==> src/rtl/dbus_lsu_pkg.sv <==
// Purpose: shared data-bus types plus LSU state encoding and alignment check.
// Latency: n/a (types and a combinational helper only).
// Backpressure: n/a.
package dbus_lsu_pkg;

   typedef enum logic {
      READ  = 1'b0,
      WRITE = 1'b1
   } ttype_t;

   typedef enum logic [1:0] {
      BYTE = 2'd0,
      HALF = 2'd1,
      WORD = 2'd2
   } tsize_t;

   typedef enum logic [1:0] {
      IDLE = 2'd0,
      BUS  = 2'd1,
      RESP = 2'd2
   } lsu_state_t;

   // Natural alignment: bytes anywhere, halves on even, words on 4-byte boundaries.
   function automatic logic is_aligned(tsize_t size, logic [1:0] lsb);
      case (size)
         BYTE:    is_aligned = 1'b1;
         HALF:    is_aligned = ~lsb[0];
         WORD:    is_aligned = (lsb == 2'b00);
         default: is_aligned = 1'b0;
      endcase
   endfunction

endpackage

==> src/rtl/slave_bus_if.sv <==
// Purpose: single-cycle shared bus (addr/wdata/ttype/tsize out of the initiator, rdata back).
// Latency: read data valid in the same cycle the address is driven; writes commit at the closing edge.
// Backpressure: none, the bus has no wait states.
interface slave_bus_if #(parameter int ADDR_W = 32);
   import dbus_lsu_pkg::*;

   logic [ADDR_W-1:0] addr;
   logic [31:0]       wdata;
   logic [31:0]       rdata;
   ttype_t            ttype;
   tsize_t            tsize;

   modport master (output addr, output wdata, output ttype, output tsize, input rdata);
   modport slave  (input addr, input wdata, input ttype, input tsize, output rdata);
endinterface

==> src/rtl/dbus_lsu_load_ext.sv <==
// Purpose: sign/zero-extend an assembled load word according to access size.
// Latency: combinational.
// Backpressure: none.
// Ports: word (right-justified load data), size, uns (1 = zero-extend), ext (result).
module lsu_load_ext
   import dbus_lsu_pkg::*;
(
   input  logic [31:0] word,
   input  tsize_t      size,
   input  logic        uns,
   output logic [31:0] ext
);

   always_comb begin
      ext = word;
      case (size)
         BYTE:    ext = {{24{~uns & word[7]}},  word[7:0]};
         HALF:    ext = {{16{~uns & word[15]}}, word[15:0]};
         default: ext = word;
      endcase
   end

endmodule

==> src/rtl/dbus_lsu.sv <==
// Purpose: load/store unit driving the data-side bus initiator, one request at a time.
// Latency: aligned 2 cycles accept-to-response; misaligned split N+1 (N = bytes); rejected 1.
// Backpressure: req_ready is high only in IDLE; requests are ignored while busy.
// Ports: clk/rst_n; dbus (bus initiator); req_* (core request, valid/ready);
//        resp_valid (1-cycle pulse), resp_rdata (extended load data, 0 for stores), resp_error.
// Build option: LSU_MISALIGNED_EN splits misaligned accesses into byte transactions;
//        without it misaligned requests are rejected with resp_error and no bus traffic.
module dbus_lsu
   import dbus_lsu_pkg::*;
#(
   parameter int ADDR_W = 32
) (
   input  logic              clk,
   input  logic              rst_n,
   slave_bus_if.master       dbus,
   input  logic              req_valid,
   output logic              req_ready,
   input  logic              req_we,
   input  tsize_t            req_size,
   input  logic              req_unsigned,
   input  logic [ADDR_W-1:0] req_addr,
   input  logic [31:0]       req_wdata,
   output logic              resp_valid,
   output logic [31:0]       resp_rdata,
   output logic              resp_error
);

   lsu_state_t        state;
   logic              we_q;
   logic              uns_q;
   tsize_t            size_q;
   logic [ADDR_W-1:0] addr_q;
   logic [31:0]       wdata_q;
   logic [31:0]       asm_q;
   logic [31:0]       ext;
   logic              aligned_in;
   logic              err_w;

   assign aligned_in = is_aligned(req_size, req_addr[1:0]);

`ifdef LSU_MISALIGNED_EN
   logic       split_q;
   logic [1:0] k_q;
   logic       last_k;

   // Halves split into 2 bytes, words into 4.
   assign last_k = (size_q == HALF) ? (k_q == 2'd1) : (k_q == 2'd3);
   assign err_w  = 1'b0;
`else
   logic err_q;

   assign err_w = err_q;
`endif

   always_ff @(posedge clk or negedge rst_n) begin
      if (!rst_n) begin
         state   <= IDLE;
         we_q    <= 1'b0;
         uns_q   <= 1'b0;
         size_q  <= WORD;
         addr_q  <= '0;
         wdata_q <= '0;
         asm_q   <= '0;
`ifdef LSU_MISALIGNED_EN
         split_q <= 1'b0;
         k_q     <= 2'd0;
`else
         err_q   <= 1'b0;
`endif
      end else begin
         case (state)
            IDLE: begin
               if (req_valid) begin
                  we_q    <= req_we;
                  uns_q   <= req_unsigned;
                  size_q  <= req_size;
                  addr_q  <= req_addr;
                  wdata_q <= req_wdata;
                  asm_q   <= '0;
`ifdef LSU_MISALIGNED_EN
                  split_q <= ~aligned_in;
                  k_q     <= 2'd0;
                  state   <= BUS;
`else
                  // Misaligned requests never reach the bus.
                  err_q   <= ~aligned_in;
                  state   <= aligned_in ? BUS : RESP;
`endif
               end
            end
            BUS: begin
`ifdef LSU_MISALIGNED_EN
               if (split_q) begin
                  // Byte k of a little-endian split lands in bits [8k+7:8k].
                  asm_q[{k_q, 3'b000} +: 8] <= dbus.rdata[7:0];
                  if (last_k) state <= RESP;
                  else        k_q   <= k_q + 2'd1;
               end else begin
                  asm_q <= dbus.rdata;
                  state <= RESP;
               end
`else
               asm_q <= dbus.rdata;
               state <= RESP;
`endif
            end
            RESP:    state <= IDLE;
            default: state <= IDLE;
         endcase
      end
   end

   // Bus outputs park at READ/WORD/0 whenever no transaction is in flight.
   always_comb begin
      dbus.addr  = '0;
      dbus.wdata = '0;
      dbus.ttype = READ;
      dbus.tsize = WORD;
      if (state == BUS) begin
         dbus.ttype = we_q ? WRITE : READ;
         dbus.addr  = addr_q;
         dbus.tsize = size_q;
         dbus.wdata = wdata_q;
`ifdef LSU_MISALIGNED_EN
         if (split_q) begin
            // Address wraps naturally at the top of the address space.
            dbus.addr  = addr_q + ADDR_W'(k_q);
            dbus.tsize = BYTE;
            dbus.wdata = {24'h0, wdata_q[{k_q, 3'b000} +: 8]};
         end
`endif
      end
   end

   lsu_load_ext u_ext (
      .word (asm_q),
      .size (size_q),
      .uns  (uns_q),
      .ext  (ext)
   );

   assign req_ready  = (state == IDLE);
   assign resp_valid = (state == RESP);
   assign resp_error = resp_valid & err_w;
   assign resp_rdata = (resp_valid && !we_q && !err_w) ? ext : 32'h0;

endmodule
==> src/flat_wrapper.sv <==
// flat-port wrapper written by rule: the top's interface ports become plain ports
module dbus_lsu_flat import dbus_lsu_pkg::*;
#(
   parameter int ADDR_W = 32
)
  (clk, rst_n, req_valid, req_ready, req_we, req_size, req_unsigned, req_addr, req_wdata, resp_valid, resp_rdata, resp_error, dbus_addr, dbus_wdata, dbus_ttype, dbus_tsize, dbus_rdata);
  slave_bus_if #(.ADDR_W(ADDR_W)) dbus_i ();
  input  logic clk;
  input  logic rst_n;
  input  logic req_valid;
  output logic req_ready;
  input  logic req_we;
  input  tsize_t req_size;
  input  logic req_unsigned;
  input  logic [ADDR_W-1:0] req_addr;
  input  logic [31:0] req_wdata;
  output logic resp_valid;
  output logic [31:0] resp_rdata;
  output logic resp_error;
  output wire logic [$bits(dbus_i.addr)-1:0] dbus_addr;
  output wire logic [$bits(dbus_i.wdata)-1:0] dbus_wdata;
  output wire logic [$bits(dbus_i.ttype)-1:0] dbus_ttype;
  output wire logic [$bits(dbus_i.tsize)-1:0] dbus_tsize;
  input wire logic [$bits(dbus_i.rdata)-1:0] dbus_rdata;
  assign dbus_addr = dbus_i.addr;
  assign dbus_wdata = dbus_i.wdata;
  assign dbus_ttype = dbus_i.ttype;
  assign dbus_tsize = dbus_i.tsize;
  assign dbus_i.rdata = dbus_rdata;
  dbus_lsu #(.ADDR_W(ADDR_W)) u_core (.clk(clk), .rst_n(rst_n), .dbus(dbus_i), .req_valid(req_valid), .req_ready(req_ready), .req_we(req_we), .req_size(req_size), .req_unsigned(req_unsigned), .req_addr(req_addr), .req_wdata(req_wdata), .resp_valid(resp_valid), .resp_rdata(resp_rdata), .resp_error(resp_error));
endmodule
==> config.mk <==
export PLATFORM = sky130hd
export DESIGN_NAME = dbus_lsu_flat
export DESIGN_NICKNAME = d
export VERILOG_FILES = /design/src/rtl/dbus_lsu_pkg.sv /design/src/rtl/slave_bus_if.sv /design/src/rtl/dbus_lsu_load_ext.sv /design/src/rtl/dbus_lsu.sv /design/src/flat_wrapper.sv
export SDC_FILE = /design/constraint.sdc
export NUM_CORES = 1
export LEC_CHECK = 0
export ABC_AREA = 1
export CELL_PAD_IN_SITES_DETAIL_PLACEMENT = 0
export CELL_PAD_IN_SITES_GLOBAL_PLACEMENT = 1
export CORE_ASPECT_RATIO = 0.8
export CORE_MARGIN = 5
export CORE_UTILIZATION = 30
export CTS_CLUSTER_DIAMETER = 150
export DETAILED_ROUTE_END_ITERATION = 10
export PLACE_DENSITY_LB_ADDON = 0.1
export REMOVE_ABC_BUFFERS = 1
export SETUP_SLACK_MARGIN = 0.1
export SLEW_MARGIN = 20
export SYNTH_ARGS = -nofsm -noshare
export SYNTH_HDL_FRONTEND = slang
export SYNTH_SLANG_ARGS = --single-unit
==> constraint.sdc <==
create_clock -name clk -period 2 [get_ports clk]
set_clock_uncertainty 0.2 [all_clocks]
set_input_delay 0.2 -clock clk [delete_from_list [all_inputs] [get_ports clk]]
set_output_delay 0.2 -clock clk [all_outputs]
set_load 0.1 [all_outputs]
# ---- Word-level counts from Yosys, hierarchy flattened
# Cells that the tools add are included.
dict set report classes {
  n_eq_ne 6
  muxes 13
  bitwise 6
  n_reduce_logical 11
}
# operator n
set op_table {}
lappend op_table {{$mux W32} 4}
lappend op_table {{$pmux W32 S2} 2}
lappend op_table {{$logic_not A2 Y1} 4}
lappend op_table {{$eq A2 B1 Y1 const B} 3}
lappend op_table {{$mux W2} 3}
lappend op_table {{$eq A2 B2 Y1 const B} 2}
lappend op_table {{$pmux W2 S2} 1}
lappend op_table {{$reduce_and A2 Y1} 2}
lappend op_table {{$and A1 B1 Y1} 3}
lappend op_table {{$not A1 Y1} 3}
lappend op_table {{$pmux W1 S3} 1}
lappend op_table {{$logic_and A1 B1 Y1} 2}
lappend op_table {{$logic_not A1 Y1} 2}
lappend op_table {{$mux W1} 2}
lappend op_table {{$ne A2 B2 Y1 const B} 1}
lappend op_table {{$reduce_bool A2 Y1} 1}
dict set report totals {
  input_bits 103
  regBits 103
}

# ---- Longest topological paths before layout
# Gate-level depths: netlist of run 1.
dict set report logic_depth {
  ltp_word 5
  depth_mapped 8
}

# ---- Cells and area by module
# From an unflattened synthesis of run 1, not the netlist that was laid out.
dict set report hier_totals {
  cells_unflattened 661
  area_unflattened_um2 5046.1
}
# module seq_area_each_um2 cells_each instances area_per_inst_um2
set modules_own_cells {}
lappend modules_own_cells {dbus_lsu 2578.7 590 1 4642.0}
lappend modules_own_cells {lsu_load_ext 0.0 71 1 404.1}

# ---- Worst setup path before layout of run 1
# Ideal clock, no wire load.
dict set report synth_timing {
  kind {reg-to-output}
  startpoint {reg u_core.state[1]}
  endpoint {out resp_error}
  arrival_time_ns 2.725
  slack_ns -1.125
  path_stages_with_launch 3
  t_required_ns 1.600
  n_path_buf 0
  cell_sequence {dfrtp_1 > inv_2 > nor3b_1}
}
dict set report synth_between {
  elab_chain_len 2
}
# item line
set synth_lines {}
lappend synth_lines {{start: declaration} dbus_lsu.sv:28} ;# lsu_state_t state;
lappend synth_lines {{start signal: assignment} dbus_lsu.sv:87} ;# state <= aligned_in ? BUS : RESP;
lappend synth_lines {{$eq A2 B2 Y1} dbus_lsu.sv:143} ;# assign resp_valid = (state == RESP);
lappend synth_lines {{$and A1 B1 Y1} dbus_lsu.sv:144} ;# assign resp_error = resp_valid & err_w;
lappend synth_lines {{end: declaration} flat_wrapper.sv:19} ;# output logic resp_error;
# Every way passes these cells.

# ---- Final worst setup path of run 1
dict set report layout_timing {
  startpoint {reg u_core.size_q[1]}
  endpoint {out resp_rdata[25]}
}
dict set report layout_between {
  elab_chain_len 3
  word_cells_on_any_way 4
  classes_between {1 x eq/ne; 2 x mux; 1 x reduce/logical}
}
# item line
set layout_lines {}
lappend layout_lines {{start: declaration} dbus_lsu.sv:31} ;# tsize_t size_q;
lappend layout_lines {{start signal: assignment} dbus_lsu.sv:76} ;# size_q <= req_size;
lappend layout_lines {{$eq A2 B1 Y1 or $logic_not A2 Y1 (tied branches)} dbus_lsu_load_ext.sv:16} ;# case (size)
lappend layout_lines {{$pmux W32 S2 *} dbus_lsu_load_ext.sv:16}
lappend layout_lines {{$mux W32 *} dbus_lsu.sv:145} ;# assign resp_rdata = (resp_valid && !we_q && !err_w) ? ext : 32'h0;
lappend layout_lines {{end: declaration} flat_wrapper.sv:18} ;# output logic [31:0] resp_rdata;
# Every way passes the cells marked *; elsewhere a longest branch is shown, timed or not.

==> results of run 1 <==
==> metal layers <==
metal,vias to the layer above,share of wire,GRT usage
met5,-,0,0
met4,0,0.019,0.0540
met3,18,0.064,0.0546
met2,124,0.49,0.275
met1,2289,0.42,0.209
li1,2382,-,-
==> what timing repair did <==
| action | CTS | global route |
|---|---|---|
| pin swaps | 1 | 3 |
| hold buffers | 1 | 0 |
| setup buffers | 6 | 5 |
| endpoints found under the hold margin | 102 | 0 |
| gates resized for setup | 147 | 19 |
| setup endpoints to repair | 101 | 107 |
| cloned | 2 | 2 |
==> flip-flops by register name, summed over array words and instances, names as in the netlist <==
register / count
u_core.wdata_q: 32
u_core.asm_q: 32
u_core.we_q: 1
u_core.uns_q: 1
u_core.size_q: 2
u_core.addr_q: 32
u_core.err_q: 1
u_core.state: 2
==> cells in the mapped netlist <==
master                     number
sky130_fd_sc_hd__o21ai_0       13
sky130_fd_sc_hd__nor2_1        91
sky130_fd_sc_hd__inv_2          3
sky130_fd_sc_hd__nor2_4         2
sky130_fd_sc_hd__dfrtp_1      102
sky130_fd_sc_hd__buf_6         13
sky130_fd_sc_hd__clkbuf_2       1
sky130_fd_sc_hd__buf_2         15
sky130_fd_sc_hd__nand3b_1       1
sky130_fd_sc_hd__nand2_2        3
sky130_fd_sc_hd__a21oi_1        9
sky130_fd_sc_hd__nor2_2         2
sky130_fd_sc_hd__inv_1         95
sky130_fd_sc_hd__nor3b_1        1
sky130_fd_sc_hd__buf_4          4
sky130_fd_sc_hd__dfstp_2        1
sky130_fd_sc_hd__nand3_1       85
sky130_fd_sc_hd__nor2_8         1
sky130_fd_sc_hd__o21ai_1       55
sky130_fd_sc_hd__clkbuf_1       8
sky130_fd_sc_hd__nand2_1      133
==> kinds of logic after synthesis <==
group | after synthesis
flops | 103
compound gates | 77
buf+inv | 139
simple gates | 319
==> area by class of cell <==
| type | count | share of cell area |
|---|---|---|
| Clock buffer | 11 | 0.0248 |
| Clock inverter | 4 | 0.00347 |
| Inverter | 98 | 0.0400 |
| Multi-Input combinational cell | 396 | 0.241 |
| Sequential cell | 103 | 0.275 |
| Tap cell | 220 | 0.0294 |
| Timing Repair Buffer | 241 | 0.386 |
==> worst paths after layout <==
check	slack, ns	end	startpoint
worst max-delay path	-0.07	resp_rdata[25]	u_core.size_q[1]
worst min-delay path	0.09	u_core.addr_q[9]	rst_n
worst max register to register	0.23	u_core.wdata_q[25]	u_core.state[0]
worst min register to register	0.29	u_core.addr_q[0]	u_core.addr_q[0]
max in group asynchronous	0.93	u_core.addr_q[17]	rst_n
min in group clk	0.19	u_core.wdata_q[1]	req_wdata[1]
==> power by group through the flow <==
stage / clock network (uW) / logic [uW] / registers [uW]
after floorplan: 0 / 1550 / 2640
after global placement: 0 / 2630 / 2640
after detailed placement: 0 / 2660 / 2650
after CTS: 1690 / 3010 / 2620
final: 1630 / 3110 / 2620
after global routing: 1760 / 3340 / 2660
==> worst max-delay path: stages (launching register included) <==
cell and delay, ns:
sky130_fd_sc_hd__dfstp_2 0.56, sky130_fd_sc_hd__inv_2 0.06, sky130_fd_sc_hd__nand2_4 0.09, sky130_fd_sc_hd__nor2_4 0.04, sky130_fd_sc_hd__nor2_4 0.16, sky130_fd_sc_hd__clkbuf_16 0.20, sky130_fd_sc_hd__nor2_2 0.06, sky130_fd_sc_hd__buf_12 0.16
==> stage by stage <==
step / hold WS [ns] / util / instances / power (uW)
global route: 0.129 / 0.572 / 1073 / 7760
floorplan: -0.296 / - / 597 / 4180
detailed placement: -0.0896 / 0.505 / 1042 / 5310
global placement: -0.0892 / 0.505 / 1042 / 5270
finish: 0.0904 / 0.572 / 1073 / 7360
CTS: 0.0689 / 0.560 / 1066 / 7310
==> results by stage, run 1 <==
GRT:
- The pin count of the biggest net entering global routing is 36.
- For this run the aggregate overflow at the end of global routing stands at 0.
- The global-route wire length before repair is 26200 um.
- The initial antenna violation count is 0.
- The number of global-route vias before repair is 4997.
- In the global route stage, overall resource usage came out at 0.167.

Pwr:
- Of the total power, combinational logic draws 0.423.
- Of the total power, the share spent switching nets is 0.392.
- In this run the power density over the cells is about 800 nW/um^2.
- The share of total power dissipated in sequential elements is 0.356.
- The internal portion of the total power is 4470 uW.
- The highest ir drop seen on vdd is 0.453 mV.
- For this design the total switching power over the nets is about 2900 uW.
- Summed over all cells, the static leakage comes to 0.00405 uW.
- Of the total power, the clock network draws 0.221.

Floorplan:
- The initial utilization of the core area, before any placement, comes to 0.303.
- The die width is 154 um.
- The number of top-level pins is ~200.
- The die outline height is 125 um.
- The area of the placeable core is 16400 sq um.
- After floorplanning, the core was divided into 42 placement rows.
- The area of the die is 19300 sq um.

STA:
- The post-layout minimum cycle time is 2.07 ns.
- The post-route setup TNS is -1.24 ns.
- Setup violations remaining at the end of the flow were counted as 47.
- The share of the clock period used by the worst path after layout is 1.03.
- In this run the tightest slew margin relative to its limit is 0.747.
- The least setup slack across all paths after layout is -0.0697 ns.
- At the pin with the least slew margin, the transition time is 0.379 ns.
- Static timing analysis puts the maximum clock frequency at 483 MHz.
- The count of pins over their slew limit was 0.
- Setup repair after global routing could not meet its margin everywhere.
- The final hold violation count is 0.

Drt:
- The routed length per instance is 15.0 um.
- Using the TritonRoute via totals, the vias-per-cell ratio works out to 4.49.
- For this run, the detailed router's first-pass iteration total came to 4.
- For this block, the routed nets add up to 16100 um of wire.
- The violation count after the first detailed-route iteration is 215.
- The total number of vias is 4813.
- In the routed design, unresolved DRC markers number 0.
- The detail route stage leaves a number of antenna-violating nets equal to 0.

Setup path:
- The worst register-to-register path has a depth of 7.
- At the worst endpoint, the required time is 1.60 ns.
- Data on the critical path arrives at its endpoint at 1.67 ns.
- The worst setup path is launched from a flip-flop.
- In this run the worst path has a maximum fanout of 8.
- The kind of end point of the critical path is a primary output.
- The setup path with the least slack is of type reg2out.

Finish:
- The register area is about 2600 sq um.
- The multi-input logic area is 2260 sq um.
- Relative to the synthesized area, the layout overhead comes to 88.5%.
- The number of antenna diodes in the final layout is 0.
- Of the cells placed in the final design, the portion with a size suffix greater than 1 is 0.314.
- The top cell types in the final layout, fill and taps aside, are sky130_fd_sc_hd__nand2_1, sky130_fd_sc_hd__buf_12, sky130_fd_sc_hd__clkdlybuf4s50_1, sky130_fd_sc_hd__dfrtp_1, sky130_fd_sc_hd__inv_1.
- The net count of the finished layout is 952.
- The number of inserted filler cells in the final layout is between 1000 and 1500.
- The most common cell after layout, fill and taps aside is sky130_fd_sc_hd__nand2_1.
- The cell area after layout is 9380 sq um.

Synth:
- The share of the Yosys chip area taken by registers is 0.518.
- After synthesis the netlist holds a flip-flop and latch count of 103.
- sky130_fd_sc_hd__dfrtp_1 takes more of the synthesized area than any other cell.
- The fraction of the mapped netlist area in compound gates was 0.0775.
- The synthesized cell area is between 4000 and 5000 sq um.
- Of the total synthesized cell area, the portion taken by full adders, half adders and majority gates is 0.
- The number of different library cells in the post-synthesis netlist is 21.
- The synthesized-area fraction occupied by and/or/nand/nor cells is 0.272.
- The share of cell area taken by muxes after synthesis is 0.
- Of the total synthesized cell area, the portion taken by XOR and XNOR cells is 0.
- Yosys printed 0 warnings.
- In the post-synthesis netlist, the biggest area contributors are sky130_fd_sc_hd__dfrtp_1, sky130_fd_sc_hd__nand2_1, sky130_fd_sc_hd__nand3_1.
- After synthesis, the largest family of logic cells by area is simple AND/OR/NAND/NOR gates.
- The cell count after synthesis came out at 638.
- A synthesized cell averages 7.80 sq um.
- Of the post-synthesis cell area, the dominant cell type holds 0.513.

Clock tree:
- The number of H-tree levels is 3.
- The root buffer cell chosen for the clock tree is sky130_fd_sc_hd__clkbuf_16.
- The clock passes through at most 2 buffers.
- Clock tree synthesis found a total of 103 sinks.
- Buffers inserted during clock tree synthesis total 9.
- TritonCTS built the clock tree.
- The clock edge transition at the registers on the reported setup and hold paths is 0.07 ns.
- The clock network latency to the later pin of the worst-skew pair is 0.34 ns.

Placed design:
- The congestion estimate from routability-driven global placement came to ~0.8.
- The half-perimeter wire length after detailed placement is around 11000 um.
- The count of buffers added on input and output ports is 204.
- OpenSTA, run right after detailed placement, puts the worst setup slack at 0.114 ns.
- The total placed instance area is 8290 sq um.

Worst hold path:
- The worst min-delay path category is in2async.

Run status:
- The final reports fail on negative setup slack.
- The run finished, with violations left.

Run:
- The number of max-cap violations is 0.
Power figures use the tool's default switching activity.
==> run 2, diff against run 1 <==
--- a/config.mk
+++ b/config.mk
@@ -13,6 +13,7 @@
 export CORE_UTILIZATION = 30
 export CTS_CLUSTER_DIAMETER = 150
 export DETAILED_ROUTE_END_ITERATION = 10
+export GPL_TIMING_DRIVEN = 0
 export PLACE_DENSITY_LB_ADDON = 0.1
 export REMOVE_ABC_BUFFERS = 1
 export SETUP_SLACK_MARGIN = 0.1
==> run 2 against run 1 <==
Effect of this change:
- global-route usage is 1.7 points higher
- first-iteration DRC count is 23% higher
- total power is 7.6% higher
- utilization is 4.7 points higher
- critical path type unchanged
- routed wire length is 22% higher
- maximum frequency is 3.3% lower
- via count is 6.2% higher
- the flow still finishes with violations (negative setup slack)
- die area stayed put
- clock power is 5% higher
- non-clock buffer count is 19 higher
==> results by stage, run 2 (synthesis results as in run 1) <==
GRT:
- The busiest layer in global routing is met2 (unchanged).
- The pin count of the biggest net entering global routing is 75 (was 36).
- The all-layer global routing usage came to 0.184 (was 0.167).
- The met1 track demand over resource came to 0.244 (was 0.209).
- The number of global-route vias before repair was 4957 (was 4997).
- The global-route wire length before repair is 27900 um (was 26200 um).
- The remaining global-route overflow was 0 (unchanged).
- The fraction of met3 tracks used by global routing is 0.0515 (was 0.0546).
- The global routing met2 resource utilization was 0.300 (was 0.275).
- The initial antenna violation count is 0 (unchanged).

Floorplan:
- The row count is 42 (unchanged).
- The area of the placeable core is 16400 sq um (unchanged).
- The die width is 154 um (unchanged).
- The number of top-level pins was 205 (unchanged).
- The area of the die is 19300 sq um (unchanged).
- The initial standard-cell utilization of the core is 0.303 (unchanged).
- The die outline height is 125 um (unchanged).

Setup path:
- The largest fanout of any net on the critical path came to 8 (unchanged).
- The required time of the critical path is 1.60 ns (about the same).
- The worst setup path category is reg2out (unchanged).
- The length in cells of the worst reg-to-reg path was 7 (unchanged).
- The kind of end point of the critical path is a primary output (unchanged).
- The type of origin of the critical path is a flip-flop (unchanged).
- The minimum setup slack among reg-to-reg paths came to 0.18 ns (was 0.23 ns).
- The capturing instance or port of the critical path is resp_rdata[19] (was resp_rdata[25]).
- The startpoint of the lowest-slack register-to-register path is u_core.state[1] (was u_core.state[0]).
- The capture instance of the worst register-to-register path is u_core.addr_q[22] (was u_core.wdata_q[25]).
- The arrival time at the worst endpoint is 1.74 ns (was 1.67 ns).
- The startpoint of the worst setup timing path is u_core.state[1] (was u_core.size_q[1]).

Drt:
- The total number of vias is 5112 (was 4813).
- The number of nets with antenna violations after detailed routing is 0 (unchanged).
- The routed length per instance came to 17.7 um (was 15.0 um).
- The ratio of routed vias to standard cells is 4.61 (was 4.49).
- The post-detailed-route DRC marker count is 0 (unchanged).
- The total length of routed wires is 19600 um (was 16100 um).
- The count of TritonRoute iterations in the first routing pass is 4 (unchanged).
- The violation count after the first detailed-route iteration is 264 (was 215).

Finish:
- Top flop regs: u_core.addr_q (32), u_core.asm_q (32), u_core.wdata_q (32) (unchanged).
- Leading cell types in the layout, fill and taps excluded: sky130_fd_sc_hd__nand2_1, sky130_fd_sc_hd__buf_12, sky130_fd_sc_hd__clkdlybuf4s50_1 (was sky130_fd_sc_hd__nand2_1, sky130_fd_sc_hd__buf_12, sky130_fd_sc_hd__clkdlybuf4s50_1, sky130_fd_sc_hd__dfrtp_1, sky130_fd_sc_hd__inv_1).
- The final antenna diode count was 0 (unchanged).
- The number of nets in the layout came to 987 (was 952).
- The area growth from synthesis to final layout came to 104% (was 88.5%).
- The most common cell after layout, fill and taps aside is sky130_fd_sc_hd__nand2_1 (unchanged).
- The fraction of final layout cells sized beyond drive strength 1 is 0.339 (was 0.314).

Pwr:
- The total design power was 7920 uW (was 7360 uW).
- The leakage component of the power is 0.00427 uW (was 0.00405 uW).
- The highest ir drop seen on vdd was 0.413 mV (was 0.453 mV).
- The power density normalized to cell area was 780 nW/um^2 (was 785 nW/um^2).

STA:
- The post-route setup TNS came to -7.79 ns (was -1.24 ns).
- The actual slew at the worst max-slew pin is 0.426 ns (was 0.379 ns).
- The relative slew slack is 0.716 (was 0.747).
- The count of pins over their slew limit is 0 (unchanged).
- The maximum clock frequency came to 467 MHz (was 483 MHz).
- The post-layout minimum cycle time is 2.14 ns (was 2.07 ns).
- The final hold violation count came to 0 (unchanged).
- The share of the clock period used by the worst path after layout is 1.07 (was 1.03).
- The final setup violation count is 94 (was 47).
- Setup repair after global routing missed its margin: true (unchanged).
- The least setup slack across all paths after layout was -0.140 ns (was -0.0697 ns).

Clock tree:
- The TritonCTS buffer count was 9 (unchanged).
- The number of sinks on the clock net is 103 (unchanged).
- The clock network latency to the later pin of the worst-skew pair is 0.35 ns (was 0.34 ns).
- The TritonCTS clock tree is built (unchanged).
- The clock edge transition at the registers on the reported setup and hold paths is 0.07 ns (about the same).
- The master cell of the clock root buffer is sky130_fd_sc_hd__clkbuf_16 (unchanged).
- The number of H-tree levels came to 3 (unchanged).
- The worst-case clock buffer depth was 2 (unchanged).

Worst hold path:
- The worst min-delay path category is in2async (unchanged).

Placed design:
- The placer's final routability congestion estimate is 0.736 (was 0.784).
- The pre-CTS worst setup slack is -1.55 ns (was 0.114 ns).
- The half-perimeter wire length after detailed placement is 9790 um (was 11100 um).
- The number of port buffers is 204 (unchanged).

Run:
- The number of max-cap violations is 0 (unchanged).

Run status:
- Result of the run: complete, but fails checks (unchanged).
- Failing checks: negative setup slack (unchanged).
## run 2: cell types whose count changed in the layout (fill, tap and decap cells not counted), sizes merged
| cell | previous run | this run |
|---|---|---|
| nand2 | 136 | 148 |
| inv | 99 | 102 |
| clkbuf | 13 | 14 |
| clkinv | 1 | 4 |
| bufbuf | 0 | 1 |
| buf | 137 | 153 |
## run 2: routing by layer
metal	vias to the layer above	part of all wire
met5	-	0
met4	0	0.014
met3	19	0.062
met2	137	0.49
met1	2479	0.43
li1	2477	-
## run 2: timing repair
| item | 4_1_cts | 5_1_grt |
|---|---|---|
| endpoints found under the hold margin | 102 | 0 |
| pin swaps | 9 | 12 |
| endpoints found under the setup margin | 200 | 170 |
| buffers inserted | 22 | 23 |
| cloned | 14 | 9 |
| resized for setup | 966 | 168 |
| hold buffers | 1 | 0 |
## run 2: layout make-up
cell class | instances | area [sq um]
fillers | 1366 | 6240
repair buffers | 260 | 3810
multi-input cells | 408 | 2730
flip-flops and latches | 103 | 2590
inverters | 98 | 423
well taps | 220 | 275
clock buffers | 10 | 239
clock inverters | 6 | 42.5
repair inverters | 4 | 40.0
## run 2: worst min path at each step
| stage | to | slack [ns] | cells after the start |
|---|---|---|---|
| floorplan | u_core.addr_q[0] | -0.30 | 0 |
| global route | u_core.addr_q[26] | 0.11 | 2 |
| global placement | u_core.addr_q[0] | 0.28 | 2 |
| finish | u_core.addr_q[26] | 0.08 | 2 |
| detailed placement | u_core.addr_q[26] | -0.10 | 1 |
| CTS | u_core.addr_q[26] | 0.09 | 2 |
## run 2: critical path, stage by stage (launching register included)
cell	delay (ns)
sky130_fd_sc_hd__dfrtp_4	0.51
sky130_fd_sc_hd__clkinv_16	0.09
sky130_fd_sc_hd__nor2_8	0.13
sky130_fd_sc_hd__buf_4	0.19
sky130_fd_sc_hd__nand3_1	0.10
sky130_fd_sc_hd__nor2_2	0.18
sky130_fd_sc_hd__buf_12	0.19
## run 2: per-stage QoR
step                      instances  utilization  hold WS (ns)  area [sq um]
after global routing           1109        0.619         0.106         10200
after floorplan                 597            -        -0.296          4690
after global placement         1021        0.427         0.278          7000
after CTS                      1077        0.549        0.0894          8990
final                          1109        0.619        0.0816         10200
after detailed placement       1024        0.434        -0.101          7110
## run 2: where the power goes
part	switching [uW]	internal, uW	total [uW]
logic	2250	1320	3570
registers	169	2470	2640
clock network	822	884	1710
